[src/rtl/mmap_controller.sv]
// Memory-mapped access controller: decodes a CPU request onto one of NREG
// regions, strobes it for one cycle, waits a per-region count, then acks.
module mmap_controller #(
    parameter int DW = 16,
    parameter int AW = 16,
    parameter int RSEL = 3,
    parameter int NREG = 5,
    parameter logic [4*NREG-1:0] WAITS = 20'h0_0_1_0_0
) (
    input  logic                 clk,
    input  logic                 reset,
    input  logic                 req,
    input  logic                 we,
    input  logic [AW-1:0]        addr,
    input  logic [DW-1:0]        wdata,
    output logic                 ready,
    output logic                 ack,
    output logic [DW-1:0]        rdata,
    output logic                 err,
    output logic [NREG-1:0]      reg_en,
    output logic                 reg_we,
    output logic [AW-RSEL-1:0]   reg_addr,
    output logic [DW-1:0]        reg_wdata,
    input  logic [NREG*DW-1:0]   reg_rdata
);

    typedef enum logic [1:0] {
        S_IDLE,
        S_ACCESS,
        S_WAIT,
        S_RESP
    } state_t;

    state_t            state;
    logic              we_l;
    logic [RSEL-1:0]   idx_l;
    logic [3:0]        cnt;
    logic [RSEL-1:0]   acc_idx;
    logic [3:0]        w_sel;

    function automatic logic is_mapped(input logic [RSEL-1:0] idx);
        logic hit;
        hit = 1'b0;
        for (int k = 0; k < NREG; k++) begin
            if (idx == RSEL'(k)) hit = 1'b1;
        end
        return hit;
    endfunction

    function automatic logic [NREG-1:0] onehot(input logic [RSEL-1:0] idx);
        logic [NREG-1:0] v;
        v = '0;
        for (int k = 0; k < NREG; k++) begin
            v[k] = (idx == RSEL'(k));
        end
        return v;
    endfunction

    function automatic logic [3:0] wait_of(input logic [RSEL-1:0] idx);
        logic [3:0] w;
        w = 4'd0;
        for (int k = 0; k < NREG; k++) begin
            if (idx == RSEL'(k)) w = WAITS[4*k +: 4];
        end
        return w;
    endfunction

    // Only ever called for mapped indices, so unmatched slices never leak in.
    function automatic logic [DW-1:0] slice_of(input logic [NREG*DW-1:0] bus,
                                               input logic [RSEL-1:0]    idx);
        logic [DW-1:0] s;
        s = '0;
        for (int k = 0; k < NREG; k++) begin
            if (idx == RSEL'(k)) s = bus[DW*k +: DW];
        end
        return s;
    endfunction

    assign acc_idx = addr[AW-1 -: RSEL];
    assign w_sel   = wait_of(idx_l);
    assign ready   = (state == S_IDLE);

    always_ff @(posedge clk) begin
        if (!reset) begin
            state     <= S_IDLE;
            we_l      <= 1'b0;
            idx_l     <= '0;
            cnt       <= 4'd0;
            ack       <= 1'b0;
            err       <= 1'b0;
            rdata     <= '0;
            reg_en    <= '0;
            reg_we    <= 1'b0;
            reg_addr  <= '0;
            reg_wdata <= '0;
        end else begin
            // Strobes and the completion pulse are single-cycle by default.
            ack    <= 1'b0;
            err    <= 1'b0;
            reg_en <= '0;
            reg_we <= 1'b0;
            case (state)
                S_IDLE: begin
                    if (req) begin
                        we_l      <= we;
                        idx_l     <= acc_idx;
                        reg_addr  <= addr[AW-RSEL-1:0];
                        reg_wdata <= wdata;
                        rdata     <= '0;
                        if (is_mapped(acc_idx)) begin
                            state  <= S_ACCESS;
                            reg_en <= onehot(acc_idx);
                            reg_we <= we;
                        end else begin
                            state <= S_RESP;
                            ack   <= 1'b1;
                            err   <= 1'b1;
                        end
                    end
                end
                S_ACCESS: begin
                    cnt <= w_sel;
                    if (w_sel == 4'd0) begin
                        state <= S_RESP;
                        ack   <= 1'b1;
                        if (!we_l) rdata <= slice_of(reg_rdata, idx_l);
                    end else begin
                        state <= S_WAIT;
                    end
                end
                S_WAIT: begin
                    if (cnt <= 4'd1) begin
                        cnt   <= 4'd0;
                        state <= S_RESP;
                        ack   <= 1'b1;
                        if (!we_l) rdata <= slice_of(reg_rdata, idx_l);
                    end else begin
                        cnt <= cnt - 4'd1;
                    end
                end
                S_RESP: begin
                    state <= S_IDLE;
                end
                default: begin
                    state <= S_IDLE;
                end
            endcase
        end
    end

endmodule
[config.mk]
export PLATFORM = sky130hd
export DESIGN_NAME = mmap_controller
export DESIGN_NICKNAME = d
export VERILOG_FILES = /design/src/rtl/mmap_controller.sv
export SDC_FILE = /design/constraint.sdc
export NUM_CORES = 1
export LEC_CHECK = 0
export ABC_CLOCK_PERIOD_IN_PS = 3350
export CAP_MARGIN = 20
export CORE_UTILIZATION = 30
export DETAILED_ROUTE_END_ITERATION = 16
export GPL_TIMING_DRIVEN = 1
export PLACE_DENSITY = 0.65
export SLEW_MARGIN = 20
export SYNTH_ARGS = -nofsm -noshare
export SYNTH_HDL_FRONTEND = slang
export SYNTH_SLANG_ARGS = --single-unit
[constraint.sdc]
create_clock -name clk -period 3.35 [get_ports clk]
set_input_delay 0.8375 -clock clk [delete_from_list [all_inputs] [get_ports clk]]
set_output_delay 0.8375 -clock clk [all_outputs]
set_load 0.005 [all_outputs]
=== Word-level counts from Yosys, hierarchy flattened ===
Index checks and enable logic that the tools add are counted.

* Reductions and logical operators: 11
* Equal/unequal tests: 14
* Order comparisons: 1
* Add/sub/neg operators: 1
* Mux-type cells: 33

{| class="wikitable"
|+ Operators by type and width
! cell !! count
|-
| 2-to-1 mux 16 bit || 9
|-
| case mux 16 bit (3 select lines) || 1
|-
| 2-to-1 mux 1 bit || 14
|-
| == test 3 x 2 -> 1 bit (second input constant) || 4
|-
| 2-to-1 mux 4 bit || 3
|-
| case mux 2 bit (4 select lines) || 1
|-
| case mux 4 bit (2 select lines) || 1
|-
| AND reduction 4 bit || 2
|-
| == test 3 x 1 -> 1 bit (second input constant) || 2
|-
| == test 3 bit (second input constant) || 2
|-
| zero test 3 bit || 2
|-
| 2-to-1 mux 2 bit || 3
|-
| inequality test 2 bit (second input constant) || 3
|-
| AND reduction 2 bit || 3
|-
| == test 2 bit (second input constant) || 2
|-
| less-or-equal comparator 4 x 1 -> 1 bit (second input constant) || 1
|-
| zero test 4 bit || 1
|-
| subtractor 4 x 1 -> 4 bit (second input constant) || 1
|-
| case mux 1 bit (3 select lines) || 1
|-
| nonzero test 3 bit || 1
|-
| == test 2 x 1 -> 1 bit (second input constant) || 1
|-
| zero test 2 bit || 1
|-
| nonzero test 2 bit || 1
|}

* Output and inout port bits: 54
* Register bits: 63
* Logic and storage cells: 71

=== Depth between registers and ports, before layout ===
* Word-level depth: 12
* Gate-level depth with buffers: 9
* Depth with buffers taken out: 7

=== Worst setup path before layout ===
OpenSTA, ideal clock, no wires.

* Path kind: register -> register
* Start point: reg state[0]
* End point: reg rdata[0]
* Library setup time: 80 ps
* Buffers on the path: 2
* Slack: 1547 ps
* Stages on the path, launching flop included: 10
* Data arrival time: 1723 ps
* Cells stage by stage: dfxtp_1 inv_1 ha_1 buf_4 inv_2 or3_1 buf_2 o22ai_1 a211oi_1 nor3b_1

* Cells in the longest elaborated chain, start to end: 3
* Elaborated cells between the ends (all ways): 9
* Those cells by class: 5 x eq/ne; 1 x mux; 3 x reduce/logical

{| class="wikitable"
|+ Ends and longest elaborated chain
! item !! line !! source
|-
| start: declaration || 34 || <nowiki>state_t state;</nowiki>
|-
| start signal: assignment || 85 || <nowiki>state <= S_IDLE;</nowiki>
|-
| start signal: assignment || 111 || <nowiki>state <= S_ACCESS;</nowiki>
|-
| start signal: assignment || 115 || <nowiki>state <= S_RESP;</nowiki>
|-
| == test 2 bit, or another cell as far along || 102 || <nowiki>case (state)</nowiki>
|-
| inequality test 2 bit (no line) or nonzero test 3 bit (tied branches) || - ||
|-
| AND reduction 4 bit (no line) || - ||
|-
| end signal: assignment || 126 || <nowiki>if (!we_l) rdata <= slice_of(reg_rdata, idx_l);</nowiki>
|-
| end signal: assignment || 136 || <nowiki>if (!we_l) rdata <= slice_of(reg_rdata, idx_l);</nowiki>
|-
| end: declaration || 18 || <nowiki>output logic [DW-1:0] rdata,</nowiki>
|}

Parallel ways exist; a longest one is shown, timed or not.
A chain may end at the register's enable or synchronous reset.

=== Worst setup path after layout ===
* Start point: reg state[1]
* End point: out ready

* Cells in the longest elaborated chain, start to end: 1

{| class="wikitable"
|+ Ends and longest elaborated chain
! item !! line !! source
|-
| zero test 2 bit || 81 || <nowiki>assign ready = (state == S_IDLE);</nowiki>
|-
| end: declaration || 16 || <nowiki>output logic ready,</nowiki>
|}

No other way between the ends.

==> flow_summary.json <==
{
  "peakVddDrop_v": 0.000268,
  "setup_tns_ns": 0,
  "clk_latency_ns": 0.34,
  "die_w_um": 102,
  "fp.dieH_um": 102,
  "synthCells": 305,
  "clockRootBuffer": "clkbuf_8",
  "cts_tree": "done",
  "end_kind": "output port",
  "portBuffers": 169,
  "clkPwrFrac_pct": 21.9,
  "vias_per_cell": 4.98,
  "synth-adder-area-share_pct": 2.51,
  "hold_viol": 0,
  "initial_utilization_pct": 30.7,
  "p_leak_nw": 1.85,
  "p_sw_mw": 1.09,
  "timing.slew.headroom_pct": 40.6,
  "fin_nets": 589,
  "clk_path_buf_depth": 2,
  "critPathMaxFanout": 9,
  "period_needed_ns": 2.55,
  "synth-seq-cells": 63,
  "whs_endpoint": "reg_wdata[11]",
  "dieArea_mm2": 0.0104,
  "muxShareOfSynthArea_pct": 9.04,
  "postCtsSetupRepairBufs": 0,
  "p_seq_share_pct": 33.2,
  "async_reset_ff_share_pct": 0,
  "ff2ff_setup_slack_ns": 1.19,
  "hold_start": "reg_wdata[11]",
  "drive_gt1_share_pct": 7.20,
  "track_usage_pct": 17.4,
  "globalRouteOverflowTotal": 0,
  "synthXorXnorAreaFrac_pct": 0,
  "rsz0062_at_grt": "false",
  "reg2reg_to": "rdata[1]",
  "hold_path_class": "reg2reg",
  "whs_path_depth": 1,
  "power_density_mw_per_mm2": 626,
  "synthSimpleGateAreaFrac_pct": 16.2,
  "drt_iter0_markers": 120,
  "grt_max_degree": 35,
  "hpwl_um": 6780,
  "rows": 36,
  "syn2layout_area_growth_pct": 66.6,
  "routedWlPerCell_um": 15.3,
  "critPathRequiredTime_ns": 2.51,
  "reg2reg_depth": 7,
  "grt_pass1_wl_um": 14000,
  "netlist_area_mm2": 0.00299,
  "antenna_found_initial": 1,
  "yosysUniqueCellTypes": 46,
  "synth_compound_area_share_pct": 24.9,
  "ys_warn_count": 0,
  "drcViolationCount": 0,
  "clkSlewWorstSetupHoldPaths_ns": 0.08,
  "synth_top_family_by_area": "compound AO/OA/AOI/OAI gates",
  "io_pins": 170,
  "setup_viol": 0,
  "synth_edf_count": 0,
  "grt_pass1_vias": 2856,
  "ys_seq_area_share_pct": 42.2,
  "status": "completed",
  "start_kind": "flop",
  "ant_nets": 0,
  "worst_ep_arrival_time_ns": 1.71,
  "routabilityCongestion": 0.788,
  "core_area_mm2": 0.00973,
  "cap_viol_max_count": 0,
  "finalCritPeriodShare_pct": 76.0,
  "htreeDepth": 3,
  "reg2reg_from": "state[0]",
  "maxSlewViolCount": 0,
  "worst_slew_pin_slew_ns": 0.889,
  "cts_resized": 0,
  "intPower_mw": 2.03,
  "postCtsHoldBufs": 0,
  "wl_um": 9260,
  "cts_buffers": 9,
  "drt_pass1_iterations": 4,
  "syn_avg_cell_area_um2": 9.80,
  "combPwrFrac_pct": 44.8,
  "ys.flop_type": "dfxtp_1",
  "syn-num-nets": 427,
  "fmax_mhz": 393,
  "switching_share_pct": 34.9,
  "path_class": "reg2out",
  "fin_skew_ns": 0.0136,
  "clock_sinks": 63,
  "diodes": 0,
  "route.vias.total": 3015,
  "whs_ns": 0.478
}
==> cell families after synthesis <==
logic type | after synthesis
flops | 63
simple gates | 79
fa+ha+maj | 6
mux | 27
compound gates | 96
buf+inv | 34
==> layout by cell type, fill, tap and decap left out, drive strengths merged, types with 2 or more instances in the layout <==
| master | n |
|---|---|
| nand3 | 2 |
| o2bb2ai | 10 |
| and3 | 3 |
| nor3b | 7 |
| nand2 | 9 |
| o221ai | 5 |
| mux2i | 27 |
| a211oi | 5 |
| buf | 5 |
| a21oi | 10 |
| dfxtp | 63 |
| o211a | 3 |
| o21ai | 12 |
| clkdlybuf4s50 | 169 |
| o221a | 2 |
| ha | 6 |
| or3 | 2 |
| clkinv | 3 |
| nor2 | 16 |
| clkbuf | 11 |
| and2 | 12 |
| o22ai | 10 |
| nand2b | 8 |
| nand4b | 5 |
| a31oi | 2 |
| inv | 11 |
| nor2b | 2 |
| nand4 | 2 |
| nor3 | 6 |
| a22o | 32 |
==> state kept, by name, summed over array words and instances, names as in the netlist <==
| register | count |
|---|---|
| state | 2 |
| idx_l | 3 |
| reg_addr | 13 |
| cnt | 4 |
| reg_wdata | 16 |
| reg_we | 1 |
| reg_en | 5 |
| ack | 1 |
| we_l | 1 |
| rdata | 16 |
| err | 1 |
==> per-stage QoR <==
step                power (mW)  cells  cell area (um^2)  utilization (%)  setup WS [ns]
detailed placement        2.44    589              4770             49.0          0.619
global route              3.34    605              4980             51.2          0.692
finish                    3.12    605              4980             51.2          0.802
floorplan                 1.87    305              2990                -           1.55
global placement          2.42    589              4770             49.0          0.699
CTS                       3.15    605              4980             51.2          0.775
==> power groups by stage <==
stage	clock network, mW	registers, mW	logic [mW]
after floorplan	0	1.02	0.843
after global placement	0	1.05	1.37
after detailed placement	0	1.05	1.39
after CTS	0.706	1.04	1.40
after global routing	0.747	1.06	1.53
final	0.683	1.04	1.40
==> how the worst max path moves through the flow <==
stage	from	endpoint	cells past startpoint
floorplan	state[0]	rdata[0]	9
global placement	req	reg_addr[10]	4
detailed placement	req	reg_wdata[7]	4
CTS	state[0]	ready	3
global route	state[1]	ready	3
finish	state[1]	ready	3
==> critical path, stage by stage, from the launching register on <==
cell and delay (ns):
dfxtp_1 0.36, inv_1 0.09, ha_1 0.34, clkdlybuf4s50_1 0.58
==> synthesized netlist by cell type (2+ instances only) <==
master,n,share of area (%)
nor2_1,16,2.0
buf_2,7,1.2
a22o_1,32,9.4
o211a_1,3,1.0
o221ai_1,5,1.5
nand4b_1,5,1.5
nor2b_1,2,0.42
mux2i_1,27,9.0
nor3b_1,5,1.3
and3_1,3,0.63
inv_1,10,1.3
and2_1,11,2.3
o221a_2,2,0.75
o22ai_1,10,2.1
nor3_1,6,1.0
o21ai_0,12,2.0
a21oi_1,9,1.5
buf_4,3,0.75
ha_1,6,2.5
dfxtp_1,63,42
nand2b_1,8,1.7
nand2_1,9,1.1
clkbuf_1,12,1.5
nor3b_2,2,0.84
o2bb2ai_1,10,2.9
nand3_1,2,0.33
a31oi_1,2,0.42
a211oi_1,5,1.3
==> area by class of cell <==
cell class                      count  area (um^2)
Timing Repair Buffer              174         1730
Multi-Input combinational cell    208         1580
Fill cell                         939         4750
Tap cell                          133          166
Sequential cell                    63         1260
Clock inverter                      5         56.3
Clock buffer                       11          151
Inverter                           11         41.3
==> metal layers <==
layer	share of wire (%)	GRT usage, %	up-vias
li1	-	-	1465
met1	43	21.1	1393
met2	45	27.8	145
met3	11	7.80	10
met4	1.0	5.27	2
met5	0.15	0	-
No activity file was read; power rests on OpenSTA's default activity.
